$ cat src/rtl/imm_pkg.sv
// rtl/imm_pkg.sv - shared format codes, RV opcode constants and opcode-to-format lookup
package imm_pkg;

  typedef enum logic [2:0] {
    FMT_R    = 3'd0,
    FMT_I    = 3'd1,
    FMT_S    = 3'd2,
    FMT_B    = 3'd3,
    FMT_U    = 3'd4,
    FMT_J    = 3'd5,
    FMT_NONE = 3'd7
  } imm_fmt_e;

  localparam logic [6:0] OP_LOAD    = 7'b0000011;
  localparam logic [6:0] OP_IMM     = 7'b0010011;
  localparam logic [6:0] OP_IMM_32  = 7'b0011011;
  localparam logic [6:0] OP_JALR    = 7'b1100111;
  localparam logic [6:0] OP_SYSTEM  = 7'b1110011;
  localparam logic [6:0] OP_STORE   = 7'b0100011;
  localparam logic [6:0] OP_BRANCH  = 7'b1100011;
  localparam logic [6:0] OP_LUI     = 7'b0110111;
  localparam logic [6:0] OP_AUIPC   = 7'b0010111;
  localparam logic [6:0] OP_JAL     = 7'b1101111;
  localparam logic [6:0] OP_OP      = 7'b0110011;
  localparam logic [6:0] OP_OP_32   = 7'b0111011;

  // Full 7-bit match, so any word with inst[1:0] != 2'b11 lands in FMT_NONE.
  function automatic imm_fmt_e opcode_fmt(input logic [6:0] op);
    case (op)
      OP_LOAD, OP_IMM, OP_IMM_32, OP_JALR, OP_SYSTEM: opcode_fmt = FMT_I;
      OP_STORE:                                       opcode_fmt = FMT_S;
      OP_BRANCH:                                      opcode_fmt = FMT_B;
      OP_LUI, OP_AUIPC:                               opcode_fmt = FMT_U;
      OP_JAL:                                         opcode_fmt = FMT_J;
      OP_OP, OP_OP_32:                                opcode_fmt = FMT_R;
      default:                                        opcode_fmt = FMT_NONE;
    endcase
  endfunction

endpackage

$ cat src/rtl/imm_decode.sv
// rtl/imm_decode.sv - combinational opcode decode and sign-extended immediate assembly
module imm_decode
  import imm_pkg::*;
#(
  parameter int XLEN = 64
) (
  input  logic [31:0]     inst,
  output logic [2:0]      fmt,
  output logic            illegal,
  output logic [XLEN-1:0] imm
);

  imm_fmt_e    f;
  logic [31:0] imm32;

  assign f       = opcode_fmt(inst[6:0]);
  assign fmt     = f;
  assign illegal = (f == FMT_NONE);

  // Every format keeps its sign in inst[31], so a 32-bit sign-extended value is built first.
  always_comb begin
    imm32 = 32'd0;
    case (f)
      FMT_I:   imm32 = {{20{inst[31]}}, inst[31:20]};
      FMT_S:   imm32 = {{20{inst[31]}}, inst[31:25], inst[11:7]};
      FMT_B:   imm32 = {{19{inst[31]}}, inst[31], inst[7], inst[30:25], inst[11:8], 1'b0};
      FMT_U:   imm32 = {inst[31:12], 12'd0};
      FMT_J:   imm32 = {{11{inst[31]}}, inst[31], inst[19:12], inst[20], inst[30:21], 1'b0};
      default: imm32 = 32'd0;
    endcase
  end

  assign imm = XLEN'($signed(imm32));

endmodule

$ cat src/rtl/imm_gen_pipe.sv
// rtl/imm_gen_pipe.sv - two-stage valid/ready pipeline producing RV immediates and format codes
module imm_gen_pipe
  import imm_pkg::*;
#(
  parameter int XLEN = 64,
  parameter int ILEN = 32
) (
  input  logic            clk,
  input  logic            rst_n,
  input  logic            in_valid,
  output logic            in_ready,
  input  logic [ILEN-1:0] in_inst,
  output logic            out_valid,
  input  logic            out_ready,
  output logic [XLEN-1:0] out_imm,
  output logic [2:0]      out_fmt,
  output logic            out_illegal
);

  if (XLEN != 32 && XLEN != 64) begin : g_bad_xlen
    $error("imm_gen_pipe: XLEN must be 32 or 64");
  end
  if (ILEN != 32) begin : g_bad_ilen
    $error("imm_gen_pipe: ILEN must be 32");
  end

  logic            s1_valid;
  logic [ILEN-1:0] s1_inst;
  logic            s2_valid;
  logic [XLEN-1:0] s2_imm;
  logic [2:0]      s2_fmt;
  logic            s2_illegal;
  logic            s1_advance;
  logic [2:0]      dec_fmt;
  logic            dec_illegal;
  logic [XLEN-1:0] dec_imm;

  assign s1_advance = !s2_valid || out_ready;
  assign in_ready   = rst_n && (!s1_valid || s1_advance);

  imm_decode #(.XLEN(XLEN)) u_decode (
    .inst    (s1_inst),
    .fmt     (dec_fmt),
    .illegal (dec_illegal),
    .imm     (dec_imm)
  );

  always_ff @(posedge clk) begin
    if (!rst_n) begin
      s1_valid   <= 1'b0;
      s1_inst    <= '0;
      s2_valid   <= 1'b0;
      s2_imm     <= '0;
      s2_fmt     <= FMT_NONE;
      s2_illegal <= 1'b0;
    end else begin
      // Payload registers only load on a real transfer so stalled stages hold still.
      if (s1_advance) begin
        s2_valid <= s1_valid;
        if (s1_valid) begin
          s2_imm     <= dec_imm;
          s2_fmt     <= dec_fmt;
          s2_illegal <= dec_illegal;
        end
      end
      if (in_ready) begin
        s1_valid <= in_valid;
        if (in_valid) begin
          s1_inst <= in_inst;
        end
      end
    end
  end

  assign out_valid   = s2_valid;
  assign out_imm     = s2_imm;
  assign out_fmt     = s2_fmt;
  assign out_illegal = s2_illegal;

endmodule

$ cat config.mk
export PLATFORM = sky130hd
export DESIGN_NAME = imm_gen_pipe
export DESIGN_NICKNAME = d
export VERILOG_FILES = /design/src/rtl/imm_pkg.sv /design/src/rtl/imm_decode.sv /design/src/rtl/imm_gen_pipe.sv
export SDC_FILE = /design/constraint.sdc
export NUM_CORES = 1
export LEC_CHECK = 0
export CAP_MARGIN = 20
export CELL_PAD_IN_SITES_DETAIL_PLACEMENT = 0
export CELL_PAD_IN_SITES_GLOBAL_PLACEMENT = 1
export CORE_MARGIN = 3
export CORE_UTILIZATION = 41
export DETAILED_ROUTE_END_ITERATION = 8
export PLACE_DENSITY_LB_ADDON = 0.1
export SYNTH_ARGS = -nofsm -noshare
export SYNTH_HDL_FRONTEND = slang
export SYNTH_HIERARCHICAL = 1
export SYNTH_SLANG_ARGS = --single-unit
$ cat constraint.sdc
create_clock -name clk -period 3.3 [get_ports clk]
set_input_delay 0.33 -clock clk [delete_from_list [all_inputs] [get_ports clk]]
set_output_delay 0.33 -clock clk [all_outputs]
set_load 0.005 [all_outputs]
==> results.tsv <==
stage	metric	value	unit
job	max_cap_viol_count	0	
synth	synth_seq_cells	102	
pwr	cellPowerDensity	429	nW/µm²
timing	slew_viol_final	0	
routing	first_pass_iters	5	
finish	num-nets-final	659	
die	die_w	114	µm
clock_network	cts_hold_buffers	0	
setup_path	cp_num_buf_inv	1	
synth	netlist_instances	584	
clock_network	clk_latency	340	ps
setup_path	worstSetupStartpointType	register	
routing	drt_iter0_markers	273	
synth	synth_fp_nets	620	
placement	dp_slack	1030	ps
synth	async_flop_share	0	
placement	place_area	5600	µm²
synth	yosysSeqAreaShare	0.427	
die	io_pins	106	
setup_path	crit-reg2reg-capture	out_imm[33]	
global_route	grt_pass1_vias	4008	
timing	tns	0	ps
placement	numPortBuffers	105	
die	core_area	11100	µm²
worst_hold_path	hold_depth	2	
routing	routed_wl	12.2	mm
synth	synth-main-ff-cell	dfxtp_1	
global_route	overflow	0	
synth	ys_warn_count	6	
setup_path	r2r-start	s1_inst[4]	
setup_path	critPathTopFamily	simple AND/OR/NAND/NOR gates	
routing	viasPerCell	5.39	
synth	synth_cell_types	43	
setup_path	worstPathArrival	2630	ps
finish	drive_gt1_frac	0.0607	
timing	fin_ws	934	ps
finish	design_area	5860	µm²
setup_path	crit_type	reg -> reg	
timing	hold_violations	0	
die	dieArea	13000	µm²
synth	syn_area_per_cell	8.19	µm²
clock_network	root_buffer	clkbuf_16	
setup_path	reg2regPathDepth	8	
routing	final_antenna_net_count	0	
routing	drc_errors	0	
finish	final_common_cell	clkdlybuf4s50_1	
clock_network	clockBufferDepth	2	
clock_network	ctsResizeCount	0	
routing	routedWlPerCell	15.9	µm
setup_path	crit_slowest_cell	dfxtp_1	
pwr	leakagePower	0.00226	µW
pwr	vdd_drop_max	0.294	mV
timing	slew_headroom	0.426	
die	fp.dieH	114	µm
timing	period_minus_slack	2370	ps
global_route	grt_start_max_net_pins	68	
timing	max_slew.worst_pin.slew	858	ps
setup_path	endpoint_kind	register	
status	outcome	finished clean	
setup_path	crit_chain	nand2b_1, nor2_1, a31oi_1, nor3_2, a21o_1, buf_4, nand3_1, a21oi_1	
placement	place_congestion	0.889	
placement	placed_cells	752	
synth	syn_area	4780	µm²
clock_network	tritoncts	yes	
clock_network	cts_setup_buffers	0	
timing	fin_crit_sh	0.717	
timing	maxClockFrequency	0.423	GHz
worst_hold_path	worstHoldPathType	reg -> reg	
global_route	grt_pass1_wl	20.5	mm
setup_path	critPathMaxStageDelay	560	ps
finish	layoutNonFillerInstCount	766	
timing	rsz0062_at_grt	no	
setup_path	r2r_slack	930	ps
synth	synth_enable_flop_cells	0	
die	num_rows	38	
finish	final_cell_mix	clkdlybuf4s50_1 (105), dfxtp_1 (101), nand3_1 (72)	
clock_network	cts_num_sinks	102	
worst_hold_path	hp-start	s1_inst[12]	
die	start_util	0.430	
finish	diodes	0	
global_route	antenna_found_initial	0	
clock_network	clkTransAtPathRegs	70	ps
timing	setup_viol	0	
clock_network	numCtsBuffers	9	
setup_path	crit_fanout	33	
global_route	grt_usage	0.193	
timing	finClkSkew	7.03	ps
setup_path	worstPathRequired	3570	ps
finish	synthToLayoutAreaGrowth	22.5	%
worst_hold_path	min_to	s1_inst[12]	
placement	dp_hpwl	7.86	mm
routing	vias	4127	
clock_network	htreeDepth	3	
timing	holdWs	462	ps
==> Yosys cell counts, types with 2 or more instances <==
library cell,n,area (µm²)
nor3_1,2,10.0
mux2i_1,32,320
a21o_1,20,150
buf_6,5,56.3
nand3_1,72,360
o21ai_1,68,340
clkbuf_1,23,86.3
a21oi_2,2,17.5
buf_4,34,255
a21oi_1,71,355
and2_1,6,37.5
o21ai_0,4,20.0
o22ai_1,2,12.5
a22o_1,5,43.8
inv_2,2,7.51
inv_1,32,120
nand2b_1,2,12.5
buf_2,23,115
nor2b_1,3,18.8
dfxtp_1,102,2040
nand2_1,43,161
a31oi_1,3,18.8
nor2_1,8,30.0
==> cell families after synthesis <==
kind of cell / Yosys count / share of synthesized area
AO/OA/AOI/OAI: 180 / 0.212
buffers and inverters: 121 / 0.138
flip-flops: 102 / 0.427
multiplexers: 34 / 0.0725
AND/OR/NAND/NOR: 147 / 0.150
==> worst min-delay path, cell delays in order, from the launching register on <==
cell     delay (ps)
dfxtp_1         310
nand2_1          50
mux2i_1          50
==> flip-flops by register name (all words and copies together), names as in the netlist <==
signal / cells
out_valid: 1
s1_inst: 32
out_imm: 64
out_illegal: 1
s1_valid: 1
out_fmt: 3
==> where the power goes <==
part,total (µW),leakage [µW],internal [µW],switching [µW]
Combinational,242,0.00130,108,133
Sequential,1310,0.000830,1270,46.5
Clock,955,0.000128,522,433
Total,2510,0.00226,1900,613
==> routing by layer <==
| metal | wire (µm) | part of all wire | track usage | vias to the layer above |
|---|---|---|---|---|
| li1 | - | - | - | 2041 |
| met4 | 200 | 0.016 | 0.0610 | 0 |
| met1 | 5690 | 0.47 | 0.267 | 1938 |
| met5 | 0 | 0 | 0 | - |
| met2 | 5620 | 0.46 | 0.304 | 133 |
| met3 | 669 | 0.055 | 0.0387 | 15 |
==> per-stage QoR <==
stage	power [µW]	util
after global placement	1580	0.502
after CTS	2550	0.526
final	2510	0.526
after detailed placement	1580	0.503
after global routing	2630	0.526
after floorplan	1490	-
==> how the worst max path moves through the flow <==
stage	from	to	slack [ps]	depth (start not counted)
2_1_floorplan	s1_inst[6]	out_imm[55]	1080	9
3_3_place_gp	s1_inst[4]	out_imm[33]	1120	8
3_5_place_dp	s1_inst[4]	out_imm[60]	1030	8
4_1_cts	s1_inst[4]	out_imm[31]	1000	8
5_1_grt	s1_inst[4]	out_imm[45]	710	8
6_report	s1_inst[4]	out_imm[33]	930	8
==> cell type report <==
class / instances / area (µm²)
inverter: 35 / 144
sequential: 102 / 2040
fill: 1114 / 5270
tap: 140 / 175
clock inverter: 2 / 10.0
clock buffer: 12 / 246
timing repair buffer: 114 / 1140
multi-input combinational: 361 / 2090
(Power assumes the default switching activity.)
